## config.mk

```make
export PLATFORM = sky130hd
export DESIGN_NAME = lfm_sweep_ctrl
export DESIGN_NICKNAME = d
export VERILOG_FILES = /design/src/rtl/lfm_sweep_ctrl.sv
export SDC_FILE = /design/constraint.sdc
export NUM_CORES = 1
export LEC_CHECK = 0
export CORE_UTILIZATION = 25
export DETAILED_ROUTE_END_ITERATION = 16
export HOLD_SLACK_MARGIN = 0.15
export PLACE_DENSITY = 0.43
export SYNTH_ARGS = -nofsm -noshare
export SYNTH_HDL_FRONTEND = slang
export SYNTH_SLANG_ARGS = --single-unit
export TNS_END_PERCENT = 30
```

## constraint.sdc

```tcl
create_clock -name clk -period 6.7 [get_ports clk]
set_clock_uncertainty 0.2 [all_clocks]
set_input_delay 1.34 -clock clk [delete_from_list [all_inputs] [get_ports clk]]
set_output_delay 1.34 -clock clk [all_outputs]
set_load 0.05 [all_outputs]
```

## src/rtl/lfm_sweep_ctrl.sv

```systemverilog
// LFM chirp sweep controller: steps a DDS frequency tuning word through
// bursts of linear chirps separated by idle gaps.
module lfm_sweep_ctrl #(
    parameter int FTW_W = 32,
    parameter int CNT_W = 24,
    parameter int NB_W  = 16
) (
    input  logic             clk,
    input  logic             rst_n,
    input  logic             ce,
    input  logic             start,
    input  logic             abort,
    input  logic [FTW_W-1:0] cfg_ftw0,
    input  logic [FTW_W-1:0] cfg_dftw,
    input  logic [CNT_W-1:0] cfg_len,
    input  logic [CNT_W-1:0] cfg_gap,
    input  logic [NB_W-1:0]  cfg_nburst,
    output logic [FTW_W-1:0] ftw,
    output logic             ftw_valid,
    output logic             phase_clr,
    output logic             busy,
    output logic             done,
    output logic             cfg_err,
    output logic [NB_W-1:0]  chirp_cnt
);

    typedef enum logic [1:0] {
        IDLE,
        CHIRP,
        GAP
    } state_t;

    state_t state, state_d;

    logic [FTW_W-1:0] ftw0_q, dftw_q, ftw_d;
    logic [CNT_W-1:0] len_q, gap_q;
    logic [CNT_W-1:0] k_q, k_d, g_q, g_d;
    logic [NB_W-1:0]  nb_q, cnt_d, cnt_inc;
    logic             valid_d, pclr_d, done_d, err_d, ld_cfg;
    logic             last_smp, last_gap;

    assign busy     = (state != IDLE);
    assign cnt_inc  = chirp_cnt + NB_W'(1);
    assign last_smp = (k_q == len_q - CNT_W'(1));
    assign last_gap = (g_q == gap_q - CNT_W'(1));

    always_comb begin
        state_d = state;
        ftw_d   = ftw;
        valid_d = ftw_valid;
        pclr_d  = 1'b0;
        done_d  = 1'b0;
        err_d   = 1'b0;
        k_d     = k_q;
        g_d     = g_q;
        cnt_d   = chirp_cnt;
        ld_cfg  = 1'b0;
        if (abort) begin
            state_d = IDLE;
            ftw_d   = '0;
            valid_d = 1'b0;
        end else begin
            unique case (state)
                IDLE: begin
                    if (start && cfg_len != '0) begin
                        ld_cfg  = 1'b1;
                        cnt_d   = '0;
                        state_d = CHIRP;
                        ftw_d   = cfg_ftw0;
                        valid_d = 1'b1;
                        pclr_d  = 1'b1;
                        k_d     = '0;
                    end else if (start) begin
                        err_d = 1'b1;
                    end
                end
                CHIRP: begin
                    if (ce && last_smp) begin
                        cnt_d = cnt_inc;
                        if (nb_q != '0 && cnt_inc == nb_q) begin
                            state_d = IDLE;
                            ftw_d   = '0;
                            valid_d = 1'b0;
                            done_d  = 1'b1;
                        end else if (gap_q == '0) begin
                            ftw_d  = ftw0_q;
                            pclr_d = 1'b1;
                            k_d    = '0;
                        end else begin
                            state_d = GAP;
                            ftw_d   = '0;
                            valid_d = 1'b0;
                            g_d     = '0;
                        end
                    end else if (ce) begin
                        ftw_d = ftw + dftw_q;
                        k_d   = k_q + CNT_W'(1);
                    end
                end
                GAP: begin
                    if (ce && last_gap) begin
                        state_d = CHIRP;
                        ftw_d   = ftw0_q;
                        valid_d = 1'b1;
                        pclr_d  = 1'b1;
                        k_d     = '0;
                    end else if (ce) begin
                        g_d = g_q + CNT_W'(1);
                    end
                end
                default: begin
                    state_d = IDLE;
                    ftw_d   = '0;
                    valid_d = 1'b0;
                end
            endcase
        end
    end

    always_ff @(posedge clk or negedge rst_n) begin
        if (!rst_n) begin
            state     <= IDLE;
            ftw       <= '0;
            ftw_valid <= 1'b0;
            phase_clr <= 1'b0;
            done      <= 1'b0;
            cfg_err   <= 1'b0;
            chirp_cnt <= '0;
            k_q       <= '0;
            g_q       <= '0;
            ftw0_q    <= '0;
            dftw_q    <= '0;
            len_q     <= '0;
            gap_q     <= '0;
            nb_q      <= '0;
        end else begin
            state     <= state_d;
            ftw       <= ftw_d;
            ftw_valid <= valid_d;
            phase_clr <= pclr_d;
            done      <= done_d;
            cfg_err   <= err_d;
            chirp_cnt <= cnt_d;
            k_q       <= k_d;
            g_q       <= g_d;
            if (ld_cfg) begin
                ftw0_q <= cfg_ftw0;
                dftw_q <= cfg_dftw;
                len_q  <= cfg_len;
                gap_q  <= cfg_gap;
                nb_q   <= cfg_nburst;
            end
        end
    end

endmodule

```

* Yosys cells after proc, flatten, opt, wreduce, memory -nomap -nowiden
Index checks and enable logic that the tools add are counted.
** Operators by class
- Bitwise logic cells :: 1
- Reductions and logical operators :: 17
- Mux-type cells :: 55
- Equal/unequal tests :: 20
- $add $sub $neg :: 6
** Operators with widths (count)
- $mux W24 :: 11
- $mux W32 :: 7
- $pmux W32 S3 :: 1
- $pmux W24 S3 :: 1
- $add A24 B1 Y24 const B :: 2
- $eq A24 B24 Y1 :: 2
- $pmux W24 S2 :: 1
- $sub A24 B1 Y24 const B :: 2
- $add A32 B32 Y32 :: 1
- $mux W16 :: 2
- $pmux W16 S2 :: 1
- $logic_not A24 Y1 :: 1
- $reduce_bool A24 Y1 :: 1
- $mux W1 :: 22
- $ne A3 B3 Y1 const B :: 6
- $add A16 B1 Y16 const B :: 1
- $eq A16 B16 Y1 :: 1
- $reduce_bool A16 Y1 :: 1
- $ne A2 B2 Y1 const B :: 7
- $reduce_and A7 Y1 :: 2
- $mux W2 :: 6
- $ne A4 B4 Y1 const B :: 2
- $reduce_and A4 Y1 :: 2
- $pmux W1 S3 :: 2
- other kinds (9) :: 14
** Word-level totals
- Word-level logic and storage cells :: 113
- Output and inout port bits :: 53
- Bits of input ports :: 133
- Bits in registers :: 230

* Longest topological paths before layout
Gate-level depths: netlist of run 1.
- Depth in word-level cells :: 7
- Gate-level depth with buffers :: 15
- Mapped depth without buffers :: 12

* Worst setup path before layout of run 1
Ideal clock, no wire load.
- Path type :: register to register
- From :: register chirp_cnt[4]
- To :: register ftw[11]
- Library setup time :: 0.142 ns
- Path slack :: 2.610 ns
- Data required time :: 6.358 ns
- Period minus slack after synthesis :: 4.090 ns
- Path buffers :: 3
- Cell stages (with the launch flop) :: 14
- Arrival :: 3.748 ns
- Cell sequence :: dfrtp_1 > clkbuf_1 > nand4_1 > nor3_1 > nand3_1 > a21bo_2 > or4b_2 > nor4b_2 > nor3_1 > and2_1 > buf_2 > buf_2 > a21oi_1 > o221ai_1
** Between the ends
- Longest elaborated chain between the ends :: 7
** RTL lines
- from (decl) :: line 24 : output logic [NB_W-1:0] chirp_cnt
- from (signal assigned) :: line 143 : chirp_cnt <= cnt_d;
- $add A16 B1 Y16 :: line 43 : assign cnt_inc = chirp_cnt + NB_W'(1);
- $eq A16 B16 Y1 :: line 80 : if (nb_q != '0 && cnt_inc == nb_q) begin
- $logic_and A1 B1 Y1 :: line 80
- $mux W32 :: line 80
- $mux W32 :: line 78 : if (ce && last_smp) begin
- $pmux W32 S3 :: line 63 : unique case (state)
- $mux W32 :: line 58 : if (abort) begin
- to (signal assigned) :: line 138 : ftw <= ftw_d;
- to (decl) :: line 18 : output logic [FTW_W-1:0] ftw,
No other way between the ends.
A chain may end at the register's enable or synchronous reset.

* Final worst setup path of run 1
- From :: input port ce
- To :: register chirp_cnt[7]
** Between the ends
- Longest elaborated chain between the ends :: 3
** RTL lines
- from (decl) :: line 10 : input logic ce,
- $logic_and A1 B1 Y1 :: line 78
- $ne A2 B2 Y1 (no source line)
- $reduce_and A4 Y1 (no source line)
No other way between the ends.

==> results.txt, run 1 <==
The first global-routing pass estimated 73590 µm of wire. The floorplan step set the die height to 242.3 µm. For this run the aggregate overflow at the end of global routing stands at 0.

The synthesized-area fraction occupied by ao, oa, aoi and oai cells is 14.86%. The post-synthesis instance area came out at 14430 µm². The first-pass detailed-route iteration total is 6. The number of placement rows came out at 87. In the final routed layout, each cell accounts on average for 19.45 µm.

The non-filler instance count after layout is 2425. In this run the critical register-to-register path is launched from len_q[2]. The part of the power in the clock network came out at 36.0%.

The fraction of final layout cells with drive strength greater than 1 is 13.78%. By area the synthesized netlist is led by dfrtp_1, mux2_2, xnor2_1, xor2_1, o21ai_0. The sequential share of power came out at 38.5%.

The area growth from synthesis to layout came out at 25.40%. The net switching power figure came out at 1.548 mW. The share of async-settable or async-resettable flops after synthesis came out at 100.0%. For this run, global-route usage on met2 was measured as 25.52%. The cell at the root of the clock tree is clkbuf_16.

The number of buffers between clock root and the deepest sink came out at 3. The fill cell total of the finished layout came out at 5904. Traced cell by cell, the critical path runs through clkdlybuf4s50_1, nand2_1, or4b_2, nor4_1, nand4b_1, nor4_1, a21oi_2, buf_4, or3_1, o41ai_1.

The count of endpoints failing setup in the final report came out at 0. In the synthesized netlist, the number of instances is 1495. The proportion of netlist area held by the largest area contributor came out at 39.71%. The number of inserted diodes is 0. The layer flagged by global routing as most heavily used is met2. The actual transition at the worst max-transition pin came out at 0.9722 ns.

The worst register-to-register path ends at chirp_cnt[7]. STA puts the critical path data required time at 6.92 ns. The number of max-slew violations in the final report came out at 0. Internal power comes to 3.122 mW. The final critical path takes up 73.72% of the cycle. Setup repair after global routing left no endpoint under its margin. The register clock-pin slew on the reported worst setup and hold paths is 0.05 ns. In the final design database the tool counted 1820 nets. The count of instances resized after the clock tree is built is 0.

For this design, the slowest cell found on the critical path is clkdlybuf4s50_1. The initial cell density of the core came out at 25.44%. The delay of the slowest critical-path stage is 0.78 ns.

The cell that appears most often on the critical path is nor4_1. The area of placed instances is 17070 µm². Yosys printed 0 warnings. Dividing the detail-routed via count by the number of cells gives 5.056.

In this run the post-CTS setup repair buffer count came out at 0. The final hold violation count came out at 0. The HPWL after detailed placement is 33790 µm. The I/O pin count came out at 186. The floorplan step defined a core boundary enclosing 56710 µm².

Across the run, the number of max-cap violations was 0. For met3 alone, demand over resource in global routing was 3.755%. The synthesized area divided by synthesized cell count is 9.652 µm². The source-to-sink clock delay at the later pin of the worst-skew pair is 0.55 ns. The endpoint class of the critical path is a flop. The width of the die is 242.3 µm. The final sum of negative setup slack is 0 ns. The via count of the first global-routing pass came out at 12300.

The logic depth of the worst register-to-register path came out at 10. The TritonCTS clock tree is yes. The clock net sink count came out at 229. The power per cell area is 258.1 nW/µm². The number of antenna violations at the first check in global routing is 8. Yosys mapped a number of flops with a built-in enable equal to 0. The final critical path time including I/O delays and setup came out at 4.939 ns. Yosys mapped the design onto 76 distinct sky130hd cell types. The number of buffers added by the clock tree synthesis step is 34. Along the worst path, the maximum fanout reaches 30. The most instantiated library cell after synthesis is dfrtp_1. After synthesis the netlist holds a flip-flop and latch count of 229. The design draws 4.670 mW. The global-route total usage across every layer came out at 15.96%.

During placement, the flow inserted port buffers numbering 185. The share of the yosys chip area belonging to registers is 39.71%. By area, the combinational part of the netlist is dominated by simple AND/OR/NAND/NOR gates.

Counting instances in the post-synthesis netlist gives the leading cell types as dfrtp_1, mux2_2, nor2_1, nand2_1, o21ai_0. The final design instance area without fill came out at 18090 µm². The detail route stage leaves a number of antenna-violating nets equal to 0. The final weighted congestion in routability-driven placement is 0.8270.

The area share of xor/xnor cells in the synthesized design came out at 7.951%. The first routing iteration left 664 violations. The synthesized netlist net count is 1665. The register-to-register path setup slack came out at 1.84 ns. The post-synthesis cell type with the largest combined area is dfrtp_1. The adder-cell share of the synthesized area came out at 3.260%.

The largest net degree at the start of global routing is 142. The H-tree was split into 2 levels. For this run, the top clock speed supported by timing is 202.5 MHz.

The number of buffers added to fix hold violations after cts is 0. The worst endpoint data arrival time came out at 5.16 ns. The kind of start point of the critical path is a primary input. The mux contribution to synthesized area came out at 12.83%.

The total wirelength of the detailed-routed design is 47170 µm. The share of synthesized cell area in and, or, nand and nor gates is 18.49%. After detailed placement, the design holds a cell count of 2370. In this run the worst setup path terminates at chirp_cnt[7]. The relative contribution of combinational cells to total power is 25.4%. The run finished with clean final reports. The post-route DRC violation count is 0. The most critical setup path has its startpoint at ce. Net switching is 33.15% of the power. The most common flop cell mapped by yosys is dfrtp_1.

The total leakage power came out at 7.172 nW. The vias after detailed routing is 12260. The floorplan die area is 58690 µm².

In this run the worst hold path is classified as reg2reg. The worst vdd rail ir drop is 166.4 µV. The worst-case headroom to the max-slew limit came out at 35.19%. In the global route stage, met1 resource usage came out at 21.45%. By startpoint and endpoint, the worst setup path is classified as in2reg.
-- flip-flops by register name, summed over array words and instances (netlist names), 2 cells and up --
signal,flops
chirp_cnt,16
dftw_q,32
ftw,32
ftw0_q,32
g_q,24
gap_q,24
k_q,24
len_q,24
nb_q,16
state,2
-- power by group through the flow --
stage	registers (mW)	clock network, mW	logic, mW
finish	1.80	1.68	1.19
global route	1.83	1.79	1.31
CTS	1.80	1.74	1.20
detailed placement	1.82	0	1.19
global placement	1.82	0	1.18
floorplan	1.80	0	0.769
-- cells in the final DEF, fill, tap and decap left out, types with 54 or more instances in the layout --
cell type and n:
a21oi_1 54, clkdlybuf4s50_1 184, dfrtp_1 228, mux2_2 136, nand2_1 100, nand3_1 54
nor2_1 103, o21ai_0 91, xnor2_1 67, xor2_1 64
-- kinds of logic after synthesis --
| kind of cell | count (synthesis) |
|---|---|
| simple gates | 501 |
| flops | 229 |
| xor+xnor | 131 |
| compound gates | 323 |
| mux | 168 |
| buf+inv | 106 |
| fa+ha+maj | 37 |
-- through the flow --
step | hold slack [ns] | util, % | setup slack [ns]
floorplan | 0.2836 | - | 2.610
CTS | 0.3147 | 31.91 | 1.782
global placement | 0.2953 | 30.10 | 1.305
detailed placement | 0.3022 | 30.10 | 1.218
finish | 0.3074 | 31.91 | 1.761
global route | 0.3396 | 31.91 | 1.462
-- worst min path at each step --
stage                       to  depth (start not counted)       start  slack (ns)
floorplan            dftw_q[0]                          1   dftw_q[0]        0.28
global placement    dftw_q[29]                          1  dftw_q[29]        0.30
detailed placement  dftw_q[29]                          1  dftw_q[29]        0.30
CTS                 dftw_q[29]                          1  dftw_q[29]        0.31
global route         dftw_q[8]                          1   dftw_q[8]        0.34
finish              dftw_q[29]                          1  dftw_q[29]        0.31
-- worst max-delay path: cells and delay by family --
| kind | cells | cell delay [ns] |
|---|---|---|
| compound gates | 2 | 0.44 |
| simple gates | 6 | 2.29 |
| buf+inv | 2 | 1.07 |
-- final cells by class --
cell class | instances | area [µm²] | area share (%)
Timing Repair Buffer | 199 | 1987 | 10.98
Clock buffer | 45 | 952.2 | 5.262
Sequential cell | 229 | 5732 | 31.68
Clock inverter | 10 | 71.32 | 0.3941
Tap cell | 756 | 945.9 | 5.227
Multi-Input combinational cell | 1160 | 8309 | 45.92
Inverter | 26 | 97.59 | 0.5393
-- layer usage --
metal  part of all wire [%]  up-vias
met1                     46     6031
met4                    2.1       16
met2                     46      290
li1                       -     5848
met5                   0.21        -
met3                    5.7       75
(Power assumes the default switching activity.)
==> run 2: changes to the inputs <==
==> constraint.sdc (replaced) <==
create_clock -name clk -period 4.6 [get_ports clk]
set_clock_uncertainty 0.2 [all_clocks]
set_input_delay 0.92 -clock clk [delete_from_list [all_inputs] [get_ports clk]]
set_output_delay 0.92 -clock clk [all_outputs]
set_load 0.05 [all_outputs]
==> results.txt, run 2 (synthesized netlist as in run 1, its figures left out) <==
The final routed wire length divided by cell count is 19.08 µm. The largest registers in the layout are dftw_q (32), ftw0_q (32), ftw (32). The worst setup path is captured at a flop. The area growth from synthesis to layout came out at 26.52%. The library cells used most frequently in the layout, excluding fill and tap cells, are dfrtp_1, clkdlybuf4s50_1, mux2_2, nor2_1, nand2_1.

The actual transition at the worst max-transition pin came out at 0.9933 ns. Summed over all failing endpoints, the final setup total negative slack is 0 ns. The largest fanout on the critical path came out at 20. The cell sitting at the root of the clock tree is a clkbuf_16. The I/O pin count is 186. Overall power consumption after layout is estimated at 6.562 mW. The number of nets still failing antenna checks after routing came out at 0. The vias after detailed routing is 12310. The total leakage power is 7.282 nW.

The minimum hold slack is 0.1718 ns. CTS built an H-tree with a depth of 1. The final critical path time including I/O delays and setup is 4.389 ns.

In this run, post-CTS hold repair placed 0 buffers. The number of buffers between clock root and the deepest sink came out at 3. The pre-antenna-repair detailed-routing pass consisted of 5 iterations. The clock net sink count is 229. The worst setup path is launched from a flop.

Setup violations remaining at the end of the flow were counted as 0. The global-route total usage across every layer came out at 15.84%. The height of the die came out at 242.3 µm. The post-layout utilization of the core is 32.19%. For this run, the post-layout net count is 1846. Buffers inserted during clock tree synthesis total 30. After clock tree synthesis, the clock-pin slew on the worst setup and hold paths is 0.06 ns. The number of max-slew violations in the final report came out at 0. The die is 242.3 µm wide.

The final hold violation count is 0. After the first detailed-routing iteration, the DRC count stood at 635. After global routing the overflow that remains totals 0. Entering global routing, the biggest net connects 104 pins. TritonCTS built the clock tree. The number of inserted diodes came out at 0. VDD sags by at most 252.4 µV. The post-route DRC violation count is 0. The worst-case headroom to the max-slew limit is 33.78%. The count of buffers added on input and output ports is 185. Setup repair after global routing left no endpoint under its margin. The critical path is of the reg2reg type. Summed over all nets, the half-perimeter wirelength after detailed placement is 34180 µm. The fraction of final layout cells with drive strength greater than 1 is 14.75%. After detailed routing, the number of vias per cell comes to 5.023.

At the later pin of the worst-skew pair, clock insertion delay measures 0.59 ns. The global-route wire length before repair is 73890 µm. The max-capacitance violation count came out at 0. After layout, the worst path uses 95.40% of the clock period. The required time of the critical path came out at 4.85 ns. Counting the fill cells in the layout gives 5828.

The upper clock frequency limit is 227.9 MHz. The initial utilization of the core area, before any placement, comes to 25.44%. The number of antenna violations at the first check in global routing is 8. The run finished with clean final reports. The die covers 58690 µm².

The type of the tightest min-delay check is in2async. The final weighted congestion in routability-driven placement came out at 0.8520. The worst endpoint data arrival time came out at 4.64 ns. The via count of the first global-routing pass came to 12360. Summed over all layers, the routed wires come to 46770 µm.

In this run the power density over the cells is 359.4 nW/µm². The number of placement rows came out at 87. The area of the core came out at 56710 µm². Leaving out fill and tap cells, the most frequent cell in the layout is dfrtp_1.
[run 2: where the power goes]
part	leakage [nW]	total [mW]	internal, mW	switching, mW
Sequential	2.88	2.61	2.29	0.319
Clock	0.442	2.21	1.29	0.923
Combinational	3.96	1.75	0.831	0.915
[run 2: final cells by class]
class	instances	area, µm²	area share, %
clock buffer	48	878.3	4.811
clock inverter	3	26.28	0.1439
inverter	26	97.59	0.5346
multi-input combinational	1160	8314	45.54
sequential	229	5732	31.40
tap	756	945.9	5.181
timing repair buffer	229	2262	12.39
[run 2: per-layer routing]
layer	up-vias	GRT usage [%]	wire length, µm
li1	5874	-	-
met2	283	25.76	21640
met4	10	3.127	737
met3	50	2.958	2364
met1	6094	21.84	21960
met5	-	0	69
[run 2: critical path: stages (launching register included)]
cell and delay [ns]:
dfrtp_1 0.43, inv_1 0.08, ha_1 0.22, or3b_2 0.51
or4_1 0.62, nor3_2 0.22, a211oi_1 0.11, a2111oi_2 0.46
nand3_2 0.21, o311a_1 0.37, o21ba_2 0.43, buf_4 0.26
nand2_1 0.06, o21ai_0 0.08
[run 2: through the flow]
step | instance area (µm²) | setup slack [ns] | std cells
global route | 18260 | 0.01659 | 2451
global placement | 17350 | 0.2422 | 2400
detailed placement | 17350 | 0.1391 | 2400
CTS | 18250 | 0.1294 | 2451
floorplan | 14430 | 0.5101 | 1495
finish | 18260 | 0.2114 | 2451
[run 2: repair_timing]
| item | 4_1_cts | 5_1_grt |
|---|---|---|
| hold endpoints to repair | 0 | 0 |
| resized for setup | 0 | 1 |
| setup buffers | 0 | 0 |
| endpoints found under the setup margin | 0 | 7 |
[run 2: final timing paths]
kind	depth (start not counted)	startpoint	endpoint	slack, ns
max in group asynchronous	2	rst_n	ftw[25]	3.05
worst min-delay path	1	rst_n	k_q[5]	0.17
worst min register to register	1	dftw_q[7]	dftw_q[7]	0.32
min in group clk	1	dftw_q[7]	dftw_q[7]	0.32
worst max-delay path	13	gap_q[0]	ftw[1]	0.21
worst max register to register	13	gap_q[0]	ftw[1]	0.21
